$ cat src/rtl/rp_ctrl_pkg.sv
// Shared types for the reconfigurable-partition shutdown controller.
package rp_ctrl_pkg;

  localparam int unsigned STATE_W = 3;

  // Encodings are visible on the state output and must stay fixed.
  typedef enum logic [STATE_W-1:0] {
    StDecoupled = 3'd0,
    StRelease   = 3'd1,
    StActive    = 3'd2,
    StDrain     = 3'd3,
    StReq       = 3'd4
  } rp_state_e;

endpackage

$ cat src/rtl/rp_txn_counter.sv
// Outstanding-transaction counter: saturating up/down, never below zero.
module rp_txn_counter #(
  parameter int unsigned OUTSTANDING_W = 4
) (
  input  logic clk,
  input  logic rst,
  input  logic inc,
  input  logic dec,
  input  logic clr,
  output logic zero,
  output logic full
);

  localparam logic [OUTSTANDING_W-1:0] CntOne = {{(OUTSTANDING_W-1){1'b0}}, 1'b1};

  logic [OUTSTANDING_W-1:0] r_cnt;
  logic [OUTSTANDING_W-1:0] w_cnt_d;

  assign zero = (r_cnt == '0);
  assign full = (r_cnt == '1);

  // Next count: a simultaneous request and response cancel out; a response with nothing
  // outstanding is spurious and dropped.
  always_comb begin
    w_cnt_d = r_cnt;
    if (clr) begin
      w_cnt_d = '0;
    end else if (inc && !dec && !full) begin
      w_cnt_d = r_cnt + CntOne;
    end else if (dec && !inc && !zero) begin
      w_cnt_d = r_cnt - CntOne;
    end
  end

  // Count register.
  always_ff @(posedge clk or posedge rst) begin
    if (rst) begin
      r_cnt <= '0;
    end else begin
      r_cnt <= w_cnt_d;
    end
  end

endmodule

$ cat src/rtl/rp_shutdown_ctrl.sv
// Static-side shutdown/decouple sequencer for a reconfigurable partition.
// Optional feature macro: RP_SHUTDOWN_TIMEOUT_EN (forces REQ -> DECOUPLED when the
// partition never acknowledges shutdown, and flags it on timeout_err).
module rp_shutdown_ctrl
  import rp_ctrl_pkg::*;
#(
  parameter int unsigned OUTSTANDING_W   = 4,
  parameter int unsigned RST_HOLD_CYCLES = 16,
  parameter int unsigned TIMEOUT_CYCLES  = 65536
) (
  input  logic               clk,
  input  logic               rst,
  input  logic               decouple_req,
  output logic               rp_shutdown_req,
  input  logic               rp_shutdown_ack,
  input  logic               rp_active,
  output logic               rp_rst_n,
  output logic               decouple,
  output logic               hold_addr,
  input  logic               mon_awvalid,
  input  logic               mon_awready,
  input  logic               mon_bvalid,
  input  logic               mon_bready,
  input  logic               mon_arvalid,
  input  logic               mon_arready,
  input  logic               mon_rvalid,
  input  logic               mon_rready,
  input  logic               mon_rlast,
  output logic [STATE_W-1:0] state,
  output logic               timeout_err
);

  localparam int unsigned HOLD_W = $clog2(RST_HOLD_CYCLES + 1);
  localparam logic [HOLD_W-1:0] HoldMax = HOLD_W'(RST_HOLD_CYCLES);
  localparam logic [HOLD_W-1:0] HoldOne = HOLD_W'(1);

  rp_state_e         r_state;
  rp_state_e         w_state_d;
  logic [HOLD_W-1:0] r_hold;
  logic              w_hold_done;
  logic              w_wr_zero;
  logic              w_wr_full;
  logic              w_rd_zero;
  logic              w_rd_full;
  logic              w_cnt_clr;
  logic              w_aw_hs;
  logic              w_b_hs;
  logic              w_ar_hs;
  logic              w_r_last_hs;
  logic              w_timeout_fire;

  assign w_aw_hs     = mon_awvalid & mon_awready;
  assign w_b_hs      = mon_bvalid & mon_bready;
  assign w_ar_hs     = mon_arvalid & mon_arready;
  assign w_r_last_hs = mon_rvalid & mon_rready & mon_rlast;
  assign w_cnt_clr   = (r_state == StDecoupled);
  assign w_hold_done = (r_hold >= HoldMax);

  rp_txn_counter #(
    .OUTSTANDING_W (OUTSTANDING_W)
  ) u_wr_cnt (
    .clk  (clk),
    .rst  (rst),
    .inc  (w_aw_hs),
    .dec  (w_b_hs),
    .clr  (w_cnt_clr),
    .zero (w_wr_zero),
    .full (w_wr_full)
  );

  rp_txn_counter #(
    .OUTSTANDING_W (OUTSTANDING_W)
  ) u_rd_cnt (
    .clk  (clk),
    .rst  (rst),
    .inc  (w_ar_hs),
    .dec  (w_r_last_hs),
    .clr  (w_cnt_clr),
    .zero (w_rd_zero),
    .full (w_rd_full)
  );

  // Reset-hold counter: zero outside DECOUPLED so every entry starts a fresh hold period.
  always_ff @(posedge clk or posedge rst) begin
    if (rst) begin
      r_hold <= '0;
    end else if (r_state != StDecoupled) begin
      r_hold <= '0;
    end else if (!w_hold_done) begin
      r_hold <= r_hold + HoldOne;
    end
  end

`ifdef RP_SHUTDOWN_TIMEOUT_EN
  localparam int unsigned TO_W = $clog2(TIMEOUT_CYCLES);
  localparam logic [TO_W-1:0] ToLast = TO_W'(TIMEOUT_CYCLES - 1);
  localparam logic [TO_W-1:0] ToOne  = TO_W'(1);

  logic [TO_W-1:0] r_to_cnt;
  logic            r_timeout_err;

  assign w_timeout_fire = (r_state == StReq) && !rp_shutdown_ack && (r_to_cnt == ToLast);
  assign timeout_err    = r_timeout_err;

  // Cycles spent waiting for the shutdown ack.
  always_ff @(posedge clk or posedge rst) begin
    if (rst) begin
      r_to_cnt <= '0;
    end else if (r_state != StReq) begin
      r_to_cnt <= '0;
    end else if (r_to_cnt != ToLast) begin
      r_to_cnt <= r_to_cnt + ToOne;
    end
  end

  // Sticky timeout flag, cleared when a new drain begins.
  always_ff @(posedge clk or posedge rst) begin
    if (rst) begin
      r_timeout_err <= 1'b0;
    end else if (r_state == StActive && w_state_d == StDrain) begin
      r_timeout_err <= 1'b0;
    end else if (w_timeout_fire) begin
      r_timeout_err <= 1'b1;
    end
  end
`else
  logic w_unused_timeout;

  assign w_unused_timeout = |TIMEOUT_CYCLES;
  assign w_timeout_fire   = 1'b0;
  assign timeout_err      = 1'b0;
`endif

  // State register.
  always_ff @(posedge clk or posedge rst) begin
    if (rst) begin
      r_state <= StDecoupled;
    end else begin
      r_state <= w_state_d;
    end
  end

  // Next-state logic and Moore output decode.
  always_comb begin
    w_state_d       = r_state;
    decouple        = 1'b1;
    hold_addr       = 1'b1;
    rp_rst_n        = 1'b0;
    rp_shutdown_req = 1'b0;
    unique case (r_state)
      StDecoupled: begin
        if (!decouple_req && w_hold_done) begin
          w_state_d = StRelease;
        end
      end
      StRelease: begin
        rp_rst_n = 1'b1;
        if (decouple_req) begin
          w_state_d = StDecoupled;
        end else if (rp_active) begin
          w_state_d = StActive;
        end
      end
      StActive: begin
        decouple  = 1'b0;
        // Stop new addresses while a counter cannot record another transaction.
        hold_addr = w_wr_full | w_rd_full;
        rp_rst_n  = 1'b1;
        if (decouple_req) begin
          w_state_d = StDrain;
        end
      end
      StDrain: begin
        decouple = 1'b0;
        rp_rst_n = 1'b1;
        if (!decouple_req) begin
          w_state_d = StActive;
        end else if (w_wr_zero && w_rd_zero) begin
          w_state_d = StReq;
        end
      end
      StReq: begin
        decouple        = 1'b0;
        rp_rst_n        = 1'b1;
        rp_shutdown_req = 1'b1;
        // Committed: decouple_req is ignored here.
        if (rp_shutdown_ack || w_timeout_fire) begin
          w_state_d = StDecoupled;
        end
      end
      default: begin
        w_state_d = StDecoupled;
      end
    endcase
  end

  assign state = r_state;

endmodule

$ cat config.mk
export PLATFORM = sky130hd
export DESIGN_NAME = rp_shutdown_ctrl
export DESIGN_NICKNAME = d
export VERILOG_FILES = /design/src/rtl/rp_ctrl_pkg.sv /design/src/rtl/rp_txn_counter.sv /design/src/rtl/rp_shutdown_ctrl.sv
export SDC_FILE = /design/constraint.sdc
export NUM_CORES = 1
export LEC_CHECK = 0
export ABC_CLOCK_PERIOD_IN_PS = 2000
export BUFFER_PORTS_ARGS = -buffer_cell sky130_fd_sc_hd__buf_2
export CAP_MARGIN = 20
export CORE_ASPECT_RATIO = 0.75
export CORE_MARGIN = 10
export CORE_UTILIZATION = 48
export CTS_CLUSTER_DIAMETER = 80
export DETAILED_ROUTE_END_ITERATION = 8
export GPL_ROUTABILITY_DRIVEN = 1
export PLACE_DENSITY = 0.74
export SYNTH_ARGS = -nofsm -noshare
export SYNTH_HDL_FRONTEND = slang
export SYNTH_HIERARCHICAL = 1
export SYNTH_SLANG_ARGS = --single-unit
$ cat constraint.sdc
create_clock -name clk -period 2 [get_ports clk]
set_input_delay 0.5 -clock clk [delete_from_list [all_inputs] [get_ports clk]]
set_output_delay 0.5 -clock clk [all_outputs]
set_load 0.05 [all_outputs]
==> metrics <==
failing checks=setup timing; async set-reset flop share out of synthesis=100%; Synth Cell Area=1110 sq um; area share of the leading cell type in the synthesized netlist=36.1%; class of the tightest hold or removal check=in -> async; Final Util=68.5%; ant diodes=0; CP max FO=2; PwrDens=1140 nW/um^2; uppermost layer routed=met4; total power draw=1.65 mW; number of standard cells in the layout, taps in and fillers out=177; Tmin final=2.15 ns; setup repair after global routing missed its margin=yes; Layout Area Growth over Synthesis=29.8%; wire length on met1=1150 um; clock tree from TritonCTS=done; height of the chip=61.6 um; count of state elements after synthesis=16; post-synthesis sequential area ratio=36.1%; worst-case reg-to-reg path depth=8; number of enable flip-flop cells after synthesis=0; via/cell ratio=5.27; first-iteration detailed-routing DRC count=58; Reg area=400 sq um; sinks on the clock net=16; overall track demand over capacity in global routing=12.1%; via count of the first global-routing pass=933; portion of the clock cycle consumed by the worst path in the final layout=108%; global placement routability congestion=0.861; area of the multi-input gates=688 sq um; largest net degree at the start of global routing=11; Worst Setup Slack, final=-0.154 ns; synthesis warning total=6; Achievable Freq=464 MHz; leading cell types by total area after synthesis=sky130_fd_sc_hd__dfrtp_1 (36%), sky130_fd_sc_hd__nor2_1 (6.4%), sky130_fd_sc_hd__ha_1 (5.6%); Worst Path Class, Setup=in -> reg; maximum capacitance violations=0; number of rows created at floorplan=14; peak supply drop=0.602 mV; average detailed-routed wire length per instance=14.6 um; DP Wirelength=2120 um; Static Leak=0.698 nW; Total Die Area=4650 sq um; sum of overflow across all layers after global routing=0; number of nets with antenna violations after detailed routing=0; Top-Level Pins=22; placed cell count=171; synthesized netlist net count=136; clock edge transition at the registers on the reported setup and hold paths=0.09 ns; Crit path arrival time=2.32 ns; root buf cell=sky130_fd_sc_hd__clkbuf_4; commonest cells after routing, fill and taps aside=sky130_fd_sc_hd__nor2_1 (17), sky130_fd_sc_hd__buf_2 (17), sky130_fd_sc_hd__buf_4 (17); mean instance size in the synthesized netlist=9.64 sq um; wire length on met2=1130 um; number of levels the H-tree was split into=1; library cell with the largest summed area after synthesis=sky130_fd_sc_hd__dfrtp_1; number of inserted filler cells in the final layout=177; count of distinct cell types in the synthesized netlist=35; Final setup violation count=2; insertion delay of the later-clocked pin in the worst-skew pair=0.29 ns; I/O Buffers=20; Starting Density=52.7%; total wirelength of the detailed-routed design=2580 um; Final Max Slew Viols=0; total negative setup slack=-0.251 ns; clock skew after layout=0.00414 ns; run status=finished, violations left; floorplan core area=2100 sq um; Remaining DRCs=0; fraction of layout instances using a drive strength above 1=39.2%; most frequently used flop master after synthesis=sky130_fd_sc_hd__dfrtp_1; summed area of non-filler cells in the final layout=1440 sq um; count of hold-fix buffers inserted at cts=0; startpoint type of the worst setup path=input port; die width=75.5 um; cts bufs inserted=3; initial antenna violation count=0; Synth Instances=115; critical path capture point type=register; required time reported for the critical path endpoint=2.17 ns; Placed Instance Area=1340 sq um; via count=933; first-pass iteration count of the detailed router=4; wire length of the first global-routing pass=4280 um; total length of routed met3 wires=266 um; Max Buffers Root-to-Sink=2; Final Hold Vio Count=0; Nets=175
==> registers in the layout, indices dropped and copies added, names as in the netlist <==
register	count
u_rd_cnt/r_cnt	4
state	3
r_hold	5
u_wr_cnt/r_cnt	4
==> kinds of logic (layout without fill, tap and decap cells) <==
family / Yosys count / count (layout) / synth area share, %
adders and majority gates: 7 / 7 / 9.26
DFF: 16 / 16 / 36.1
AOI/OAI and AO/OA: 15 / 15 / 10.7
other: 1 / 1 / 0.338
buffers and inverters: 14 / 52 / 5.87
muxes: 7 / 7 / 6.55
and+or+nand+nor: 47 / 47 / 24.8
xor gates and xnor gates: 8 / 8 / 6.32
==> metrics by stage <==
stage	setup WS, ns	hold slack, ns
after detailed placement	-0.496	0.414
final	-0.154	0.0990
after global routing	-0.190	0.100
after global placement	-0.432	0.412
after CTS	-0.157	0.0950
after floorplan	-0.304	0.266
==> metal layers <==
layer  GRT usage, %  up-vias
met3           6.11        4
met2           17.4       34
met4           3.43        0
li1               -      462
met5              0        -
met1           15.5      433
==> power by group <==
group | total [mW] | switching (mW) | internal (mW)
Clock | 0.211 | 0.0998 | 0.111
Combinational | 0.959 | 0.491 | 0.468
Sequential | 0.477 | 0.0626 | 0.414
==> worst paths after layout <==
check | startpoint | endpoint | slack, ns
max | mon_rlast | u_rd_cnt/r_cnt[3] | -0.15
min | rst | u_wr_cnt/r_cnt[2] | 0.1
max reg2reg | u_rd_cnt/r_cnt[3] | u_rd_cnt/r_cnt[3] | -0.02
min reg2reg | r_hold[3] | r_hold[3] | 0.55
max in group asynchronous | rst | state[1] | 1.59
min in group clk | rp_shutdown_ack | state[2] | 0.43
==> what timing repair did <==
action | CTS | global route
hold endpoints to repair | 0 | 0
buffers inserted | 2 | 0
resized for setup | 3 | 6
endpoints found under the setup margin | 2 | 6
pin swaps | 2 | 6
==> worst max-delay path: stages <==
cell and delay, ns:
sky130_fd_sc_hd__buf_6 0.09, sky130_fd_sc_hd__and3_4 0.16, sky130_fd_sc_hd__or2b_1 0.25, sky130_fd_sc_hd__nor2_2 0.14, sky130_fd_sc_hd__inv_2 0.07, sky130_fd_sc_hd__ha_4 0.20
sky130_fd_sc_hd__a21o_1 0.18, sky130_fd_sc_hd__a21oi_2 0.15, sky130_fd_sc_hd__mux2i_1 0.24, sky130_fd_sc_hd__mux2_1 0.34
==> synth_stat cells, types with 2 or more instances <==
library cell and count:
sky130_fd_sc_hd__nand2b_1 2, sky130_fd_sc_hd__nand2_1 5, sky130_fd_sc_hd__or2b_1 2, sky130_fd_sc_hd__xor2_1 2, sky130_fd_sc_hd__mux2i_1 5, sky130_fd_sc_hd__a31oi_1 2, sky130_fd_sc_hd__xnor2_1 6, sky130_fd_sc_hd__inv_1 11
sky130_fd_sc_hd__a21oi_1 2, sky130_fd_sc_hd__ha_1 5, sky130_fd_sc_hd__a211oi_1 2, sky130_fd_sc_hd__nor4_4 2, sky130_fd_sc_hd__nor2_1 19, sky130_fd_sc_hd__fa_1 2, sky130_fd_sc_hd__and2_1 3, sky130_fd_sc_hd__nor2b_1 4
sky130_fd_sc_hd__a21o_1 2, sky130_fd_sc_hd__a21oi_2 2, sky130_fd_sc_hd__nor2_2 2, sky130_fd_sc_hd__nor3_1 2, sky130_fd_sc_hd__and4_4 2, sky130_fd_sc_hd__mux2_1 2, sky130_fd_sc_hd__o22ai_2 2, sky130_fd_sc_hd__dfrtp_1 16
==> layout make-up <==
| type | instances | area share, % |
|---|---|---|
| repair buffers | 37 | 16.9 |
| flip-flops and latches | 16 | 27.8 |
| inverters | 11 | 2.87 |
| multi-input cells | 85 | 47.8 |
| clock buffers | 4 | 2.52 |
| well taps | 24 | 2.09 |
Power figures use the tool's default switching activity.
